`src/rtl/dds_pkg.sv`:
```
// Shared opcodes, response codes, parser state encoding and status-byte layout
// for the DDS command parser slice.
package dds_pkg;

  localparam logic [3:0] OP_LOAD    = 4'h1;
  localparam logic [3:0] OP_ENABLE  = 4'h2;
  localparam logic [3:0] OP_DISABLE = 4'h3;
  localparam logic [3:0] OP_SELECT  = 4'h4;
  localparam logic [3:0] OP_SET     = 4'h5;
  localparam logic [3:0] OP_STATUS  = 4'h6;

  localparam logic [7:0] ACK_BASE = 8'hA0;
  localparam logic [7:0] NAK      = 8'hEE;

  localparam int unsigned STAT_OVF = 7;
  localparam int unsigned STAT_TMO = 6;
  localparam int unsigned STAT_BAD = 5;

  typedef enum logic [1:0] {
    ST_CMD  = 2'd0,
    ST_DATA = 2'd1,
    ST_RESP = 2'd2
  } state_t;

  function automatic logic [7:0] status_byte(input logic ovf, input logic tmo,
                                             input logic bad, input logic [3:0] sel);
    logic [7:0] b;
    b           = '0;
    b[STAT_OVF] = ovf;
    b[STAT_TMO] = tmo;
    b[STAT_BAD] = bad;
    b[3:0]      = sel;
    return b;
  endfunction

endpackage

```
`src/rtl/dds_word_bank.sv`:
```
// Per-channel shadow/active tuning words: byte-wise shadow writes, atomic
// commit of one channel's shadow into its active word with a one-cycle strobe.
module dds_word_bank
  import dds_pkg::*;
#(
  parameter int unsigned WORD_BYTES = 4,
  parameter int unsigned N_CHANNELS = 2
) (
  input  logic                             clk,
  input  logic                             rst_n,
  input  logic                             i_wr_en,
  input  logic [3:0]                       i_wr_ch,
  input  logic [3:0]                       i_wr_idx,
  input  logic [7:0]                       i_wr_data,
  input  logic                             i_commit_en,
  input  logic [3:0]                       i_commit_ch,
  output logic [N_CHANNELS*WORD_BYTES*8-1:0] o_m,
  output logic [N_CHANNELS-1:0]            o_set
);

  localparam int unsigned WORD_W = 8 * WORD_BYTES;

  logic [N_CHANNELS-1:0][WORD_W-1:0] r_shadow;
  logic [N_CHANNELS-1:0][WORD_W-1:0] r_m;
  logic [N_CHANNELS-1:0]             r_set;

  always_ff @(posedge clk or negedge rst_n) begin
    if (!rst_n) begin
      r_shadow <= '0;
      r_m      <= '0;
      r_set    <= '0;
    end else begin
      r_set <= '0;
      for (int unsigned c = 0; c < N_CHANNELS; c++) begin
        for (int unsigned b = 0; b < WORD_BYTES; b++) begin
          if (i_wr_en && (i_wr_ch == 4'(c)) && (i_wr_idx == 4'(b)))
            r_shadow[c][b*8 +: 8] <= i_wr_data;
        end
        if (i_commit_en && (i_commit_ch == 4'(c))) begin
          r_m[c]   <= r_shadow[c];
          r_set[c] <= 1'b1;
        end
      end
    end
  end

  assign o_m   = r_m;
  assign o_set = r_set;

endmodule

```
`src/rtl/dds_cmd_parser.sv`:
```
// UART byte-stream command parser for the DDS core: opcode FSM, data timeout,
// status/ack holding register. Optional per-command acks under `CMD_ACK_EN.
module dds_cmd_parser
  import dds_pkg::*;
#(
  parameter int unsigned WORD_BYTES     = 4,
  parameter int unsigned N_CHANNELS     = 2,
  parameter int unsigned TIMEOUT_CYCLES = 1200000
) (
  input  logic                               clk,
  input  logic                               rst_n,
  input  logic                               rx_valid,
  input  logic [7:0]                         rx_byte,
  output logic                               tx_valid,
  input  logic                               tx_ready,
  output logic [7:0]                         tx_byte,
  output logic [N_CHANNELS-1:0]              en,
  output logic [N_CHANNELS*WORD_BYTES*8-1:0] m,
  output logic [N_CHANNELS-1:0]              set
);

  localparam int unsigned CNT_W = $clog2(TIMEOUT_CYCLES);

  state_t                r_state;
  logic [3:0]            r_sel;
  logic [3:0]            r_idx;
  logic [CNT_W-1:0]      r_cnt;
  logic                  r_ovf;
  logic                  r_tmo;
  logic                  r_bad;
  logic                  r_tx_valid;
  logic [7:0]            r_tx_byte;
  logic [N_CHANNELS-1:0] r_en;

  logic [3:0] w_op;
  logic [3:0] w_arg;
  logic       w_ch_ok;
  logic       w_idx_ok;
  logic       w_cmd;
  logic       w_cmd_ok;
  logic       w_wr;
  logic       w_commit;

  always_comb begin
    w_op     = rx_byte[7:4];
    w_arg    = rx_byte[3:0];
    w_ch_ok  = ({1'b0, w_arg} < 5'(N_CHANNELS));
    w_idx_ok = ({1'b0, w_arg} < 5'(WORD_BYTES));
    w_cmd    = (r_state == ST_CMD) && rx_valid;
    w_wr     = (r_state == ST_DATA) && rx_valid;
    w_commit = w_cmd && (w_op == OP_SET);
    case (w_op)
      OP_LOAD:                            w_cmd_ok = w_idx_ok;
      OP_ENABLE, OP_DISABLE, OP_SELECT:   w_cmd_ok = w_ch_ok;
      OP_SET, OP_STATUS:                  w_cmd_ok = 1'b1;
      default:                            w_cmd_ok = 1'b0;
    endcase
  end

`ifdef CMD_ACK_EN
  logic       w_ack_go;
  logic [7:0] w_ack_byte;

  // A good LOAD opcode is acknowledged only once its data byte lands.
  always_comb begin
    w_ack_go = w_wr ||
               (w_cmd && (w_op != OP_STATUS) && !((w_op == OP_LOAD) && w_cmd_ok));
    if (w_cmd && !w_cmd_ok)
      w_ack_byte = NAK;
    else
      w_ack_byte = ACK_BASE | {4'h0, (w_wr ? OP_LOAD : w_op)};
  end
`endif

  always_ff @(posedge clk or negedge rst_n) begin
    if (!rst_n) begin
      r_state    <= ST_CMD;
      r_sel      <= '0;
      r_idx      <= '0;
      r_cnt      <= '0;
      r_ovf      <= 1'b0;
      r_tmo      <= 1'b0;
      r_bad      <= 1'b0;
      r_tx_valid <= 1'b0;
      r_tx_byte  <= '0;
      r_en       <= '0;
    end else begin
      case (r_state)
        ST_CMD: begin
          if (rx_valid) begin
            if (!w_cmd_ok) begin
              r_bad <= 1'b1;
            end else begin
              case (w_op)
                OP_LOAD: begin
                  r_idx   <= w_arg;
                  r_cnt   <= '0;
                  r_state <= ST_DATA;
                end
                OP_ENABLE, OP_DISABLE: begin
                  for (int unsigned c = 0; c < N_CHANNELS; c++)
                    if (w_arg == 4'(c)) r_en[c] <= (w_op == OP_ENABLE);
                end
                OP_SELECT: r_sel <= w_arg;
                OP_STATUS: begin
                  // Flags are snapshotted and cleared together; none can be
                  // raised in CMD alongside a STATUS decode.
                  r_tx_byte  <= status_byte(r_ovf, r_tmo, r_bad, r_sel);
                  r_tx_valid <= 1'b1;
                  r_ovf      <= 1'b0;
                  r_tmo      <= 1'b0;
                  r_bad      <= 1'b0;
                  r_state    <= ST_RESP;
                end
                default: ;
              endcase
            end
          end
        end
        ST_DATA: begin
          if (rx_valid) begin
            r_state <= ST_CMD;
          end else if (r_cnt == CNT_W'(TIMEOUT_CYCLES - 1)) begin
            r_tmo   <= 1'b1;
            r_state <= ST_CMD;
          end else begin
            r_cnt <= r_cnt + 1'b1;
          end
        end
        ST_RESP: begin
          if (rx_valid) r_ovf <= 1'b1;
          if (tx_ready) begin
            r_tx_valid <= 1'b0;
            r_state    <= ST_CMD;
          end
        end
        default: r_state <= ST_CMD;
      endcase

`ifdef CMD_ACK_EN
      if (w_ack_go) begin
        r_tx_byte  <= w_ack_byte;
        r_tx_valid <= 1'b1;
        r_state    <= ST_RESP;
      end
`endif
    end
  end

  dds_word_bank #(
    .WORD_BYTES (WORD_BYTES),
    .N_CHANNELS (N_CHANNELS)
  ) u_bank (
    .clk         (clk),
    .rst_n       (rst_n),
    .i_wr_en     (w_wr),
    .i_wr_ch     (r_sel),
    .i_wr_idx    (r_idx),
    .i_wr_data   (rx_byte),
    .i_commit_en (w_commit),
    .i_commit_ch (r_sel),
    .o_m         (m),
    .o_set       (set)
  );

  assign tx_valid = r_tx_valid;
  assign tx_byte  = r_tx_byte;
  assign en       = r_en;

endmodule

```
`config.mk`:
```
export PLATFORM = sky130hd
export DESIGN_NAME = dds_cmd_parser
export DESIGN_NICKNAME = d
export VERILOG_FILES = /design/src/rtl/dds_pkg.sv /design/src/rtl/dds_word_bank.sv /design/src/rtl/dds_cmd_parser.sv
export SDC_FILE = /design/constraint.sdc
export NUM_CORES = 1
export LEC_CHECK = 0
export ABC_CLOCK_PERIOD_IN_PS = 2100
export BUFFER_PORTS_ARGS = -buffer_cell sky130_fd_sc_hd__buf_2
export CAP_MARGIN = 0
export CORE_MARGIN = 5
export CORE_UTILIZATION = 51
export CTS_CLUSTER_DIAMETER = 200
export CTS_CLUSTER_SIZE = 28
export DETAILED_ROUTE_END_ITERATION = 6
export HOLD_SLACK_MARGIN = 0.05
export PLACE_DENSITY = 0.74
export SYNTH_ARGS = -nofsm -noshare
export SYNTH_HDL_FRONTEND = slang
export SYNTH_SLANG_ARGS = --single-unit
```
`constraint.sdc`:
```
create_clock -name clk -period 2.1 [get_ports clk]
set_input_delay 0.63 -clock clk [delete_from_list [all_inputs] [get_ports clk]]
set_output_delay 0.63 -clock clk [all_outputs]
set_load 0.01 [all_outputs]
```
==> metrics.md <==
| Metric | Value |
|---|---|
| Status | `completed` |
| Rows | `43` |
| Most frequent cells in the layout | `dfrtp_1 (173), buf_2 (86), mux2_2 (83)` |
| Worst Setup End Kind | `flip-flop` |
| Post-Syn Nets | `528` |
| Hold buffer count at cts | `0` |
| Placer's final routability congestion estimate | `0.860` |
| Seq/Total Area, Yosys | `0.596` |
| Worst vdd ir | `699 µV` |
| R2R depth | `7` |
| Routed Wire Length | `16.0 mm` |
| Rel. slew slack | `0.624` |
| Post-Place Setup Slack | `-0.217 ns` |
| Initial DRC Count | `417` |
| Leakage | `0.00470 µW` |
| Setup TNS | `0 ns` |
| Worst Max-Slew Pin Slew | `0.565 ns` |
| Drt drc | `0` |
| # setup viols final | `0` |
| Reg2Reg Setup Slack | `0.07 ns` |
| Die height | `130 µm` |
| Final critical-path share of the clock period | `0.968` |
| CTS Root Cell | `clkbuf_16` |
| Post-synth ARST share | `1.00` |
| Vias per Instance | `5.57` |
| Power Dens Cells | `839 nW/µm²` |
| CTS H-Tree Depth | `4` |
| Clock Sinks | `174` |
| Final hold violations | `0` |
| Vias | `4680` |
| Ant diodes | `0` |
| Initial Utilization | `0.522` |
| Nets@finish | `662` |
| Period minus WS final | `2.03 ns` |
| MaxCap Viol Count | `0` |
| # Post-CTS Setup Buffers | `0` |
| CTS tree | `built` |
| DR pass1 iterations | `4` |
| Worst-skew pair later-pin latency | `0.42 ns` |
| Port bufs | `87` |
| Kind of critical path | `flip-flop to flip-flop` |
| Largest net degree at the start of global routing | `56` |
| Number of distinct library cells after synthesis | `53` |
| Yosys warns | `0` |
| WP data required | `2.39 ns` |
| Worst R2R End | `u_bank.o_m[11]$_DFFE_PN0P_` |
| RSZ-0062 raised after global routing | `no` |
| Die Area | `16800 µm²` |
| Total power | `7470 µW` |
| Final Max Slew Viols | `0` |
| Worst r2r src | `r_state[1]$_DFFE_PN0P_` |
| Seq cells post-synth | `174` |
| Crit Path Max Fanout | `32` |
| HP Class | `input pin to asynchronous set/reset pin` |
| CTS max path bufs | `2` |
| GRT Resource Usage Total | `0.203` |
| Core ar. | `14000 µm²` |
| WL/cell | `19.1 µm` |
| Num ports | `89` |
| FMAX | `492 MHz` |
| Startpoint types | `flip-flop` |
| Clock Pin Slew Worst Setup and Hold Paths | `0.06 ns` |
| Mapped Area | `7310 µm²` |
| Dominant synthesized flop cell | `dfrtp_1` |
| Initial antenna violation count | `0` |
| Worst path arrival time | `2.33 ns` |
| GRT overflow | `0` |
| Hold slack | `0.191 ns` |
| Clock Skews | `0.00856 ns` |
| Chip Width | `130 µm` |
| Instance count of the mapped netlist | `515` |
| Post-synth EDFFs | `0` |
| Filler cells | `1026` |
| Layout cell share with drive strength beyond 1 | `0.467` |
| Post-route ant nets | `0` |
| Area Overhead vs Synth | `21.9%` |
| Num CTS Buffers | `17` |
| First-pass GRT wire length | `26.4 mm` |
| Commonest non-fill, non-tap cell in the layout | `dfrtp_1` |
| Vias in the first global route | `5000` |
| Final WS setup | `0.0665 ns` |
| Avg Cell Area, Syn | `14.2 µm²` |
| HPWL after DPL | `11.0 mm` |
| Cts repair resizes | `0` |
==> stage by stage <==
stage | utilization | cell area (µm²) | instances
after global routing | 0.637 | 8910 | 840
after CTS | 0.635 | 8890 | 840
after floorplan | - | 7320 | 515
after detailed placement | 0.593 | 8290 | 810
after global placement | 0.593 | 8290 | 810
final | 0.637 | 8910 | 840
==> Yosys cell counts, drive strengths merged, types with 2 or more instances <==
cell / count / share of area
o211ai: 6 / 0.0062
dfrtp: 174 / 0.60
nand3: 17 / 0.012
or3: 4 / 0.0034
buf: 9 / 0.012
and4b: 3 / 0.0041
nand2b: 3 / 0.0029
and3: 2 / 0.0017
a21oi: 6 / 0.0041
clkbuf: 12 / 0.0062
nand2: 26 / 0.014
mux2: 132 / 0.22
o22ai: 2 / 0.0017
nand4: 11 / 0.011
and2: 5 / 0.0043
o21ai: 18 / 0.013
inv: 8 / 0.0041
nor3: 11 / 0.0089
and4: 2 / 0.0024
or4: 2 / 0.0021
a22o: 3 / 0.0036
a31oi: 6 / 0.0051
xor2: 4 / 0.0048
a21o: 2 / 0.0021
nor2: 24 / 0.021
o31ai: 5 / 0.0051
nor4b: 2 / 0.0045
nor4: 3 / 0.0034
==> worst max-delay path by stage <==
stage          cells after the start                              to  slack (ns)              startpoint
5_1_grt                            7      u_bank.o_m[11]$_DFFE_PN0P_       0.005  r_state[1]$_DFFE_PN0P_
4_1_cts                            5  u_bank.r_shadow[4]$_DFFE_PN0P_        0.02  r_state[0]$_DFFE_PN0P_
2_1_floorplan                      5            r_sel[0]$_DFFE_PN0P_       0.005              rx_byte[6]
3_5_place_dp                       6            r_sel[0]$_DFFE_PN0P_       -0.22              rx_byte[6]
3_3_place_gp                       6            r_sel[0]$_DFFE_PN0P_       -0.17              rx_byte[6]
6_report                           7      u_bank.o_m[11]$_DFFE_PN0P_        0.07  r_state[1]$_DFFE_PN0P_
==> report_power, final <==
group | switching [µW] | internal, µW | total [µW] | leakage (µW)
clock | 1250 | 1930 | 3180 | 0.000282
sequential | 124 | 3540 | 3660 | 0.00235
combinational | 330 | 301 | 631 | 0.00207
total | 1710 | 5770 | 7470 | 0.00470
==> cell families after synthesis <==
logic type      share of synthesized area
xor+xnor                          0.00599
mux                                 0.225
buf+inv                            0.0228
compound gates                     0.0438
simple gates                        0.104
flops                               0.596
other cells                      0.000513
fa+ha+maj                         0.00171
==> worst max-delay path, cell delays in order, from the launching register on <==
cell	delay, ns
dfrtp_1	0.37
buf_4	0.16
nor4b_4	0.28
nand3b_2	0.12
nor3_2	0.30
nand2_2	0.12
buf_12	0.21
mux2_1	0.34
==> area by class of cell <==
cell class              instances  area [µm²]  share of cell area
flip-flops and latches        174        4360               0.489
multi-input cells             312        2820               0.316
repair buffers                136         885              0.0993
clock buffers                  21         460              0.0517
well taps                     180         225              0.0253
clock inverters                 9         135              0.0152
inverters                       8        30.0             0.00337
==> state kept, by name (all words and copies together), names as in the netlist <==
name and cells:
r_sel 4, r_cnt 21, tx_byte 7, r_idx 4, r_bad 1, r_ovf 1, r_state 2, u_bank.o_m 64
tx_valid 1, en 2, r_tmo 1, u_bank.r_shadow 64, u_bank.o_set 2
==> layer usage <==
metal,part of all wire,routed length [µm],up-vias,GRT usage
met4,0.013,213,0,0.0691
met3,0.048,768,21,0.0458
met2,0.49,7880,137,0.328
met1,0.45,7190,2389,0.274
met5,0,0,-,0
li1,-,-,2133,-
No activity file was read; power rests on OpenSTA's default activity.
